$ cat src/rtl/nand_gate_pkg.sv
`default_nettype none
// ============================================================================
// Module      : nand_gate_pkg
// Description : Shared defaults and reset constant for the NAND gate block.
// Revision    : 1.0 - initial release
// ============================================================================
package nand_gate_pkg;

    // Default operand width
    localparam int DEFAULT_WIDTH = 1;

    // Default change-counter width
    localparam int DEFAULT_CNT_W = 16;

    // Reset value of y_q: NAND of all-zero operands, i.e. all ones.
    // Sized to the widest legal operand and sliced down by the user.
    localparam logic [63:0] Y_Q_RST_VAL = '1;

endpackage : nand_gate_pkg
`default_nettype wire

$ cat src/rtl/nand_gate_core.sv
`default_nettype none
// ============================================================================
// Module      : nand_gate_core
// Description : Purely combinational bitwise NAND of two operands.
// Revision    : 1.0 - initial release
// ============================================================================
module nand_gate_core #(
    parameter int WIDTH = 1
) (
    input  logic [WIDTH-1:0] a,
    input  logic [WIDTH-1:0] b,
    output logic [WIDTH-1:0] y
);

    // Bitwise NAND; a 0 on either operand bit forces that result bit high
    assign y = ~(a & b);

endmodule : nand_gate_core
`default_nettype wire

$ cat src/rtl/nand_gate.sv
`default_nettype none
// ============================================================================
// Module      : nand_gate
// Description : Bitwise NAND with a registered copy of the result and a
//               saturating counter of clock edges on which the registered
//               result changed.
// Revision    : 1.0 - initial release
// ============================================================================
module nand_gate
    import nand_gate_pkg::*;
#(
    parameter int WIDTH = DEFAULT_WIDTH,
    parameter int CNT_W = DEFAULT_CNT_W
) (
    input  logic             clk,
    input  logic             rst,
    input  logic [WIDTH-1:0] a,
    input  logic [WIDTH-1:0] b,
    input  logic             clr,
    output logic [WIDTH-1:0] y,
    output logic [WIDTH-1:0] y_q,
    output logic [CNT_W-1:0] chg_cnt
);

    localparam logic [WIDTH-1:0] Y_Q_RST = Y_Q_RST_VAL[WIDTH-1:0];
    localparam logic [CNT_W-1:0] CNT_MAX = '1;

    logic [WIDTH-1:0] y_q_d;
    logic [CNT_W-1:0] chg_cnt_d;
    logic [CNT_W-1:0] chg_cnt_q;
    logic             y_changed;

    nand_gate_core #(
        .WIDTH (WIDTH)
    ) u_core (
        .a (a),
        .b (b),
        .y (y)
    );

    // Next-state: load the NAND result; count changes, clear wins, never wrap
    always_comb begin
        y_q_d     = y;
        y_changed = (y_q_d != y_q);
        chg_cnt_d = chg_cnt_q;
        if (clr) begin
            chg_cnt_d = '0;
        end else if (y_changed && (chg_cnt_q != CNT_MAX)) begin
            chg_cnt_d = chg_cnt_q + 1'b1;
        end
    end

    // State registers; reset drops any pending increment immediately
    always_ff @(posedge clk or posedge rst) begin
        if (rst) begin
            y_q       <= Y_Q_RST;
            chg_cnt_q <= '0;
        end else begin
            y_q       <= y_q_d;
            chg_cnt_q <= chg_cnt_d;
        end
    end

    assign chg_cnt = chg_cnt_q;

endmodule : nand_gate
`default_nettype wire

$ cat config.mk
export PLATFORM = sky130hd
export DESIGN_NAME = nand_gate
export DESIGN_NICKNAME = d
export VERILOG_FILES = /design/src/rtl/nand_gate_pkg.sv /design/src/rtl/nand_gate_core.sv /design/src/rtl/nand_gate.sv
export SDC_FILE = /design/constraint.sdc
export NUM_CORES = 1
export LEC_CHECK = 0
export ABC_AREA = 1
export ABC_CLOCK_PERIOD_IN_PS = 1400
export BUFFER_PORTS_ARGS = -buffer_cell sky130_fd_sc_hd__buf_2
export CAP_MARGIN = 20
export CORE_ASPECT_RATIO = 1.75
export CORE_UTILIZATION = 49
export CTS_CLUSTER_SIZE = 10
export DETAILED_ROUTE_END_ITERATION = 8
export HOLD_SLACK_MARGIN = 0.02
export PLACE_DENSITY = 0.76
export REMOVE_ABC_BUFFERS = 1
export SLEW_MARGIN = 0
export SYNTH_ARGS = -nofsm -noshare
export SYNTH_HDL_FRONTEND = slang
export SYNTH_SLANG_ARGS = --single-unit
$ cat constraint.sdc
create_clock -name clk -period 1.4 [get_ports clk]
set_clock_uncertainty 0.1 [all_clocks]
set_input_delay 0.07 -clock clk [delete_from_list [all_inputs] [get_ports clk]]
set_output_delay 0.07 -clock clk [all_outputs]
set_load 0.05 [all_outputs]
* After elaboration in Yosys (flattened, before gate mapping)
Cells that the tools add are included.
** Word-level totals
- Word-level logic and storage cells :: 11
- Flip-flop bits (word level) :: 17
- Input bits :: 5
- Output and inout port bits :: 18
** Cells by class
- Add/sub/neg operators :: 1
- Reductions and logical operators :: 2
- Bitwise operators :: 2
- Multiplexer cells :: 2
- Eq/ne operators :: 2
** Operators by type and width (count)
- two-way mux 16 bit :: 2
- adder 16 x 1 -> 16 bit, second input constant :: 1
- inequality test 16 bit, second input constant :: 1
- nonzero test 2 bit :: 1
- bitwise AND 1 bit :: 1
- logical AND 1 bit :: 1
- inequality test 1 bit :: 1
- inverter 1 bit :: 1

* Longest topological paths before layout
Gate-level depths: netlist of the first run.
- Depth after elaboration :: 6
- Depth in mapped cells :: 9
- Depth with buffers taken out :: 9

* Hierarchy
From an unflattened synthesis of the first run, not the netlist that was laid out.
** Second synthesis, totals
- Cell total of the unflattened synthesis :: 163
- Area, all modules :: 1096.1 µm²
** By module, submodules not included
- nand_gate :: instances 1, cells each 162, area each 1092.3 µm², seq. area each 426.7 µm²
- nand_gate_core :: instances 1, cells each 1, area each 3.8 µm², seq. area each 0.0 µm²

* Worst setup path after synthesis of the first run
OpenSTA, ideal clock, no wires.
- Kind :: reg-to-reg
- Start :: register chg_cnt_q[1], in the netlist chg_cnt[1]
- End :: register chg_cnt_q[13], in the netlist chg_cnt[13]
- Required time :: 1233 ps
- Path buffers :: 1
- Clock period less this slack :: 1885 ps
- Cell stages (with the launch flop) :: 9
- Path slack :: -485 ps
- Arrival :: 1718 ps
- Library setup time :: 67 ps
- Cells stage by stage :: dfrtp_1 > ha_1 > nand2_2 > nor2_4 > nand2_4 > o21bai_4 > buf_6 > nand3_1 > nand2_1
** Between the ends
- Word-level cells in the longest chain between the ends :: 3
- Elaborated cells on any way between the ends :: 6
- Those cells by class :: add/sub: 1; eq/ne: 1; mux: 2; reduce/logical: 2
** RTL lines
- start: declaration :: line nand_gate.sv:30 : logic [CNT_W-1:0] chg_cnt_q;
- start signal: assignment :: line nand_gate.sv:60 : chg_cnt_q <= chg_cnt_d;
- adder 16 x 1 -> 16 bit / inequality test 16 bit (equally long branches) :: line nand_gate.sv:49, nand_gate.sv:48
- two-way mux 16 bit / logical AND 1 bit (equally long branches) :: line nand_gate.sv:48 : end else if (y_changed && (chg_cnt_q != CNT_MAX)) begin
- two-way mux 16 bit / nonzero test 2 bit (equally long branches)
Parallel ways exist; a longest one is shown, timed or not. The select of a mux whose other input is x is not followed.
A chain may end at the register's enable or synchronous reset.

* Final worst setup path of the first run
- Start :: register chg_cnt_q[0], in the netlist chg_cnt[0]
- End :: register chg_cnt_q[0], in the netlist chg_cnt[0]
The elaborated chain is that of the path after synthesis.

==> metrics, run 1 <==
status complete, but fails checks; failing checks negative setup slack; Pre-Repair DR Iteration Count 6; PortBufs 22; Final Net Count 237; Max Slew Vio Count 0; most common cell in the netlist nand2_1; Cells after DPL approximately 240; dominant cells by area after synthesis dfrtp_1 34%, nand2_1 20%, nand3_1 8.5%; diode count 0; GRT Residual Overflow 0; Root Driver clkbuf_8; reg2reg end chg_cnt[0]; register bit count reported by yosys 17; vias in the first global route 1369; Rel. slew slack 82.6%; Final min period 1.61 ns; Distinct cells, synth 23; gr usage total between 30% and 40%; clock buffer count from CTS 3; min-delay src clr; DIE AREA between 2000 and 3000 sq um; P_leak 0.986 nW; slowest library cell on the worst path dfrtp_1; vias per std cell roughly 5.6; Worst Tran Pin Value 0.263 ns; DRC viols 0; Hold Path End chg_cnt[2]; Max-Cap Viols 0; Hold Slack about 0.13 ns; Area Overhead vs Synth 51.9%; Critical Path Source chg_cnt[0]; reg2reg path depth 10; Final Hold Viols 0; Initial Utilization 51.7%; RSZ-0062 raised after global routing yes; clock sinks 17; Seq/Total Area, Yosys 36.3%; maximum clock insertion buffer count 2; worst vdd ir about 0.53 mV; layout cells sized above 1 43.0%; core box area 2270 sq um; CP dominant cell by count nor2_4; DRT Wirelength about 4300 um; CP max FO 5; FF-to-FF Start chg_cnt[0]; worst hold stages 4; CP cell instances ha_2 -> nand2_2 -> nor2_4 -> nand2_4 -> nor2_4 -> buf_6 -> nor2_4 -> nor2_4 -> nand2_1 -> nand2_1; Hold Path Class input pin to register; Final setup violation count 16; WL/cell about 17 um; CP arrival 1.71 ns; Async S/R FF share, synth 100%; Final Power 1.10 mW; DRT iter0 DRCs 70; die extent in x 39.0 um; die span in y 66.8 um; Post-Syn Area approximately 1200 sq um; area share of the largest cell type after synthesis between 30% and 40%; synth cell count leaders 62 x nand2_1, 20 x nand3_1, 16 x dfrtp_1, 16 x inv_1, 12 x nor2_1; Antenna Nets Post-Route 0; I/O Pins 23; Avg Inst Size Synth 7.16 sq um; Rows 23; Setup WS post-layout -0.212 ns; worst-skew pair later-pin latency roughly 0.26 ns; Max Clock Freq ~0.62 GHz; CP Data Required Time approximately 1.5 ns; synthesized instance count between 150 and 200; first-pass GRT wire length just under 6000 um; non-filler instance count after layout 255; CP Launch Type register; top_reg_cell synth dfrtp_1; area leader, netlist dfrtp_1; Final Cycle Share 115%; H-tree depth 1; Max stage delay on crit path 0.37 ns; Via Count 1427; EDFF count, synth 0; Critical Path Sink Type register; largest net degree at the start of global routing 18; initial antenna violation count 0; flop-to-flop setup slack -0.21 ns; synth warn 0; DPL Wire Length 2620 um; WS Path Type register to register; GPL Wtd Cong 0.793; Reg clk slew, reported paths 0.07 ns; Pwr Density 614 nW/um^2; setup_tns -2.74 ns; CTS tree yes
-- worst max-delay path by stage --
stage,end,cells past startpoint
after global routing,chg_cnt[4],10
after global placement,chg_cnt[7],8
after detailed placement,chg_cnt[3],8
after floorplan,chg_cnt[9],8
final,chg_cnt[0],10
after CTS,chg_cnt[0],10
-- layer usage --
layer / GRT usage, % / share of wire (%)
met5: 0 / 0
met4: 16.8 / 5.1
met3: 2.00 / 4.8
met2: 59.8 / 57
met1: 31.6 / 33
-- layout by cell type (no fill, tap or decap), types with 3 or more instances in the layout --
cell type and n:
buf_2 22, buf_4 34, buf_6 6, clkbuf_8 3, dfrtp_1 16, inv_1 16
nand2_1 56, nand2_2 9, nand2_4 3, nand3_1 15, nand3_2 6, nand4_1 5
nor2_1 9, nor2_4 11, xor2_1 5
-- critical path, delay by kind of cell, from the launching register on --
family	cells	cell delay, ns
AND/OR/NAND/NOR	8	0.76
flip-flops	1	0.37
adder cells (fa/ha/maj)	1	0.20
buffers and inverters	1	0.13
-- area by class of cell --
class	count	area [sq um]
multi-input cells	129	768
fillers	154	489
repair buffers	64	453
flip-flops and latches	17	427
inverters	16	60.1
clock buffers	4	45.0
well taps	25	31.3
-- flip-flops by register name (all words and copies together), names as in the netlist --
name and cells:
chg_cnt 16, y_q 1
-- cell families after synthesis --
kind of cell	count (synthesis)	synth area share [%]
compound gates	3	2.66
xor+xnor	7	5.22
fa+ha+maj	1	1.06
buf+inv	18	6.50
flops	17	36.3
simple gates	118	48.2
-- power by group --
group          total, mW  switching [mW]  internal (mW)
clock network      0.394           0.191          0.203
registers          0.504         0.00469          0.499
logic              0.198           0.126         0.0727
total               1.10           0.322          0.775
-- stage by stage --
stage / util (%) / cell area (sq um) / setup WS (ns)
floorplan: - / 1160 / -0.577
global placement: 68.7 / 1560 / -0.230
detailed placement: 68.7 / 1560 / -0.294
CTS: 75.1 / 1710 / -0.134
global route: 78.5 / 1780 / -0.285
finish: 78.5 / 1780 / -0.212
-- repair_timing --
item	4_1_cts	5_1_grt
setup endpoints to repair	16	16
hold endpoints to repair	18	0
hold buffers	2	0
resized for setup	17	14
pin swaps	18	14
buffers inserted	2	4
cloned	0	0
(Power assumes the default switching activity.)
==> run 2, diff against run 1 <==
--- a/config.mk
+++ b/config.mk
@@ -13,8 +13,10 @@
 export CORE_UTILIZATION = 49
 export CTS_CLUSTER_SIZE = 10
 export DETAILED_ROUTE_END_ITERATION = 8
+export GPL_ROUTABILITY_DRIVEN = 0
 export HOLD_SLACK_MARGIN = 0.02
 export PLACE_DENSITY = 0.76
+export RECOVER_POWER = 25
 export REMOVE_ABC_BUFFERS = 1
 export SLEW_MARGIN = 0
 export SYNTH_ARGS = -nofsm -noshare
==> run 2 against run 1 <==
  * The flow still finishes with violations (negative setup slack)
  * Design area shrank 0.14%
  * First-iteration DRC count is the same
  * Via count grew 1.1%
  * Global-route usage is the same
  * Clock power is essentially flat
  * Critical endpoint unchanged
  * Largest power group unchanged
  * Core utilization shrank 0.11 points
==> metrics, run 2 (same netlist as run 1, synthesis figures left out) <==
CP max FO 5; Via Count 1442; Max-Cap Viols 0; Area Overhead vs Synth 51.7%; Root Driver clkbuf_8; Worst Tran Pin Value between 0.4 and 0.5 ns; largest net degree at the start of global routing 18; fin util 78.4%; first-pass GRT wire length 5790 um; clock sinks 17; clock buffer count from CTS 3; Hold Slack 0.136 ns; Hold Path Class input pin to register; CP Launch Type register; clock network fraction of design power 35.9%; Initial Utilization 51.7%; Pre-Repair DR Iteration Count 5; CP Data Required Time 1.50 ns; WL/cell 17.0 um; failing checks negative setup slack; DRC viols 0; sw power approximately 0.32 mW; diode count 0; Critical Path Sink Type register; max reg flops 16; vias in the first global route roughly 1400; CP arrival 1.71 ns; Multi-input gate area 768 sq um; DRT Wirelength 4330 um; most frequent cells in the layout 56 x nand2_1, 33 x buf_4, 22 x buf_2, 16 x inv_1, 16 x dfrtp_1; DIE AREA 2610 sq um; Place WS -0.294 ns; most common cell after layout, fill and taps aside nand2_1; initial antenna violation count 0; fillers 155; Pwr Density 614 nW/um^2; PortBufs 22; Final min period ~1.6 ns; Final setup violation count 16; core box area 2270 sq um; WS Path Type register to register; Final Net Count 237; Gate power share 18.1%; Max Slew Vio Count 0; GRT Residual Overflow 0; CTS tree yes; Rel. slew slack between 60 and 70%; DPL Wire Length 2620 um; die span in y 66.8 um; Final Hold Viols 0; internal power around 0.77 mW; Seq pwr share 46.1%; RSZ-0062 raised after global routing yes; Rows 23; H-tree depth 1; Setup WS post-layout -0.212 ns; Max Clock Freq 0.620 GHz; vias per std cell 5.65; DRT iter0 DRCs 70; register area 427 sq um; Antenna Nets Post-Route 0; P_leak approximately 0.99 nW; layout cells sized above 1 43.0%; die extent in x roughly 39 um; maximum clock insertion buffer count 2; status complete, but fails checks; gr usage total 31.7%; Final Cycle Share 115%; worst-skew pair later-pin latency 0.26 ns; Sw Share 29.2%; worst vdd ir 0.533 mV; I/O Pins 23; Reg clk slew, reported paths 0.07 ns
-- run 2: cell count changes in the layout (fill, tap and decap cells not counted) --
cell,before,now
buf_4,34,33
clkbuf_2,0,1
-- run 2: through the flow --
step | setup TNS (ns) | area [sq um] | power, mW | instances
finish | -2.74 | 1780 | 1.09 | 255
global route | -3.88 | 1780 | 1.11 | 255
CTS | -1.75 | 1710 | 1.06 | 252
detailed placement | -3.49 | 1560 | 0.667 | 244
global placement | -2.72 | 1560 | 0.660 | 244
floorplan | -7.69 | 1160 | 0.602 | 162
-- run 2: final timing paths --
| path | from | end | slack (ns) | cells past startpoint |
|---|---|---|---|---|
| max | chg_cnt[0] | chg_cnt[0] | -0.21 | 10 |
| min | clr | chg_cnt[2] | 0.14 | 4 |
| max reg2reg | chg_cnt[0] | chg_cnt[0] | -0.21 | 10 |
| min reg2reg | chg_cnt[15] | chg_cnt[15] | 0.50 | 3 |
| max in group asynchronous | rst | y_q | 0.50 | 4 |
| min in group asynchronous | rst | chg_cnt[9] | 0.36 | 4 |
-- run 2: cell type report --
type / count / share of cell area [%]
inverter: 16 / 3.37
tap: 25 / 1.76
multi-input combinational: 129 / 43.1
clock buffer: 4 / 2.53
sequential: 17 / 23.9
timing repair buffer: 64 / 25.3
-- run 2: layer usage --
| metal | GRT usage [%] | up-vias | share of wire (%) |
|---|---|---|---|
| met1 | 31.6 | 677 | 34 |
| met3 | 2.00 | 27 | 4.5 |
| met4 | 16.8 | 0 | 5.1 |
| li1 | - | 648 | - |
| met2 | 59.8 | 90 | 57 |
| met5 | 0 | - | 0 |
-- run 2: critical path, stage by stage, from the launching register on --
cell,delay (ns)
dfrtp_1,0.37
ha_2,0.20
nand2_2,0.07
nor2_4,0.12
nand2_4,0.08
nor2_4,0.15
buf_6,0.13
nor2_4,0.04
nor2_4,0.16
nand2_1,0.08
nand2_1,0.06
-- run 2: timing repair --
| action | 4_1_cts | 5_1_grt |
|---|---|---|
| hold buffers | 2 | 0 |
| resized for setup | 17 | 14 |
| hold endpoints to repair | 18 | 0 |
| setup buffers | 2 | 4 |
| setup endpoints to repair | 16 | 16 |
| pin swaps | 18 | 14 |
-- run 2: power groups by stage --
| stage | logic, mW | clock network [mW] | registers (mW) |
|---|---|---|---|
| 2_1_floorplan | 0.0603 | 0 | 0.542 |
| 5_1_grt | 0.205 | 0.403 | 0.504 |
| 3_3_place_gp | 0.149 | 0 | 0.512 |
| 4_1_cts | 0.180 | 0.379 | 0.503 |
| 6_report | 0.197 | 0.392 | 0.504 |
| 3_5_place_dp | 0.154 | 0 | 0.513 |
==> run 3, diff against run 2 <==
--- a/config.mk
+++ b/config.mk
@@ -10,12 +10,13 @@
 export BUFFER_PORTS_ARGS = -buffer_cell sky130_fd_sc_hd__buf_2
 export CAP_MARGIN = 20
 export CORE_ASPECT_RATIO = 1.75
-export CORE_UTILIZATION = 49
+export CORE_UTILIZATION = 51
+export CTS_BUF_LIST = sky130_fd_sc_hd__clkbuf_8
 export CTS_CLUSTER_SIZE = 10
 export DETAILED_ROUTE_END_ITERATION = 8
 export GPL_ROUTABILITY_DRIVEN = 0
 export HOLD_SLACK_MARGIN = 0.02
-export PLACE_DENSITY = 0.76
+export PLACE_DENSITY = 0.79
 export RECOVER_POWER = 25
 export REMOVE_ABC_BUFFERS = 1
 export SLEW_MARGIN = 0
==> run 3 against run 2 <==
  * The flow still finishes with violations (negative setup slack)
  * Hold slack worse by 0.038 ns
  * Power is 2.5% lower
  * Clock power is 5.6% lower
  * Largest cell class unchanged
==> metrics, run 3 (same netlist as run 1, synthesis figures left out) <==
Critical Path Sink Type register; H-tree depth 1; placed inst area 1540 sq um; most common cell after layout, fill and taps aside nand2_1; DRC viols 0; P_leak 0.977 nW; CP Data Required Time 1.50 ns; CP arrival between 1.5 and 2 ns; fillers 124; status complete, but fails checks; die extent in x 38.3 um; register area 427 sq um; DRT iter0 DRCs 67; WS Path Type register to register; core box area 2150 sq um; Final setup violation count 16; Hold Path Class input pin to register; CTS tree yes; GRT Residual Overflow 0; largest net degree at the start of global routing 18; Via Count ~1400; Final Hold Viols 0; worst-skew pair later-pin latency 0.26 ns; clock sinks 17; Pre-Repair DR Iteration Count 4; sw power 0.302 mW; layout cells sized above 1 43.3%; Setup WS post-layout -0.212 ns; Initial Utilization 54.7%; Reg clk slew, reported paths approximately 0.07 ns; gr usage total 32.5%; CP max FO 5; diode count 0; worst vdd ir 0.676 mV; Seq pwr share 47.3%; maximum clock insertion buffer count 2; Final Power between 1 and 1.5 mW; Max Slew Vio Count 0; clock buffer count from CTS 3; Gate power share around 18%; Root Driver clkbuf_8; Pwr Density 598 nW/um^2; WL/cell 15.2 um; Rel. slew slack roughly three fifths; Max-Cap Viols 0; most frequent cells in the layout 58 x nand2_1, 34 x buf_4, 21 x buf_2, 17 x inv_1, 16 x dfrtp_1; first-pass GRT wire length just under 6000 um; PortBufs 22; fin util 83.0%; Hold Slack just under 0.1 ns; Place WS -0.295 ns; die span in y 65.5 um; DPL Wire Length about 2500 um; RSZ-0062 raised after global routing yes; clock network fraction of design power between 30% and 40%; Sw Share 28.3%; max reg flops 16; internal power 0.764 mW; Final Cycle Share 115%; DIE AREA between 2000 and 3000 sq um; failing checks negative setup slack; I/O Pins 23; DRT Wirelength between 3000 and 4000 um; CP Launch Type register; Final Net Count 238; Rows 22; Worst Tran Pin Value ~0.6 ns; Multi-input gate area 764 sq um; vias per std cell 5.52; vias in the first global route ~1300; Area Overhead vs Synth 51.8%; Antenna Nets Post-Route 0; Max Clock Freq 0.620 GHz; Final min period about 1.6 ns; initial antenna violation count 0; Final Instance Area 1780 sq um
run 3: changes by cell type in the layout (fill, tap and decap cells not counted), moves of 2 or more:
cell,delta
nand2_1,+2
nand3_1,-3
nand3_2,+3
nor2_4,-2
run 3: critical path, cell delays in order, from the launching register on:
cell      delay (ns)
dfrtp_1         0.36
ha_2            0.20
nand2_2         0.07
nor2_4          0.11
nand2_4         0.07
buf_6           0.13
o21bai_4        0.19
buf_6           0.15
nand3_1         0.10
nand2_1         0.07
run 3: path summary, 6_finish.rpt:
kind | startpoint | cells past startpoint | slack [ns] | end
setup / recovery | chg_cnt[1] | 9 | -0.21 | chg_cnt[8]
hold / removal | clr | 4 | 0.1 | chg_cnt[9]
setup reg to reg | chg_cnt[1] | 9 | -0.21 | chg_cnt[8]
hold reg to reg | chg_cnt[3] | 3 | 0.51 | chg_cnt[3]
max in group asynchronous | rst | 4 | 0.49 | y_q
min in group asynchronous | rst | 4 | 0.38 | chg_cnt[8]
run 3: layout make-up:
class	count	share of cell area (%)
tap	24	1.68
inverter	16	3.37
clock buffer	3	2.32
timing repair buffer	65	25.6
multi-input combinational	129	42.9
clock inverter	1	0.211
sequential	17	23.9
run 3: power by group through the flow:
stage / combinational (mW) / sequential [mW] / clock, mW
floorplan: 0.0603 / 0.542 / 0
global placement: 0.150 / 0.512 / 0
detailed placement: 0.155 / 0.513 / 0
CTS: 0.173 / 0.504 / 0.373
global route: 0.202 / 0.504 / 0.399
finish: 0.191 / 0.504 / 0.370
run 3: per-layer routing:
layer	GRT usage [%]	vias up	share of wire, %
met4	21.0	0	3.1
met1	32.2	687	37
met5	0	-	0
met2	58.9	57	56
met3	3.38	13	4.1
li1	-	650	-
run 3: stage by stage:
step / instances / TNS (ns)
finish: 255 / -2.55
global route: 255 / -3.78
CTS: 248 / -2.26
detailed placement: 240 / -3.63
floorplan: 162 / -7.69
global placement: 240 / -2.89
run 3: repair_timing:
action | in CTS | in global routing
setup endpoints to repair | 16 | 16
buffers inserted | 2 | 7
hold buffers | 2 | 0
gates resized for setup | 16 | 13
hold endpoints to repair | 18 | 0
pin swaps | 21 | 15
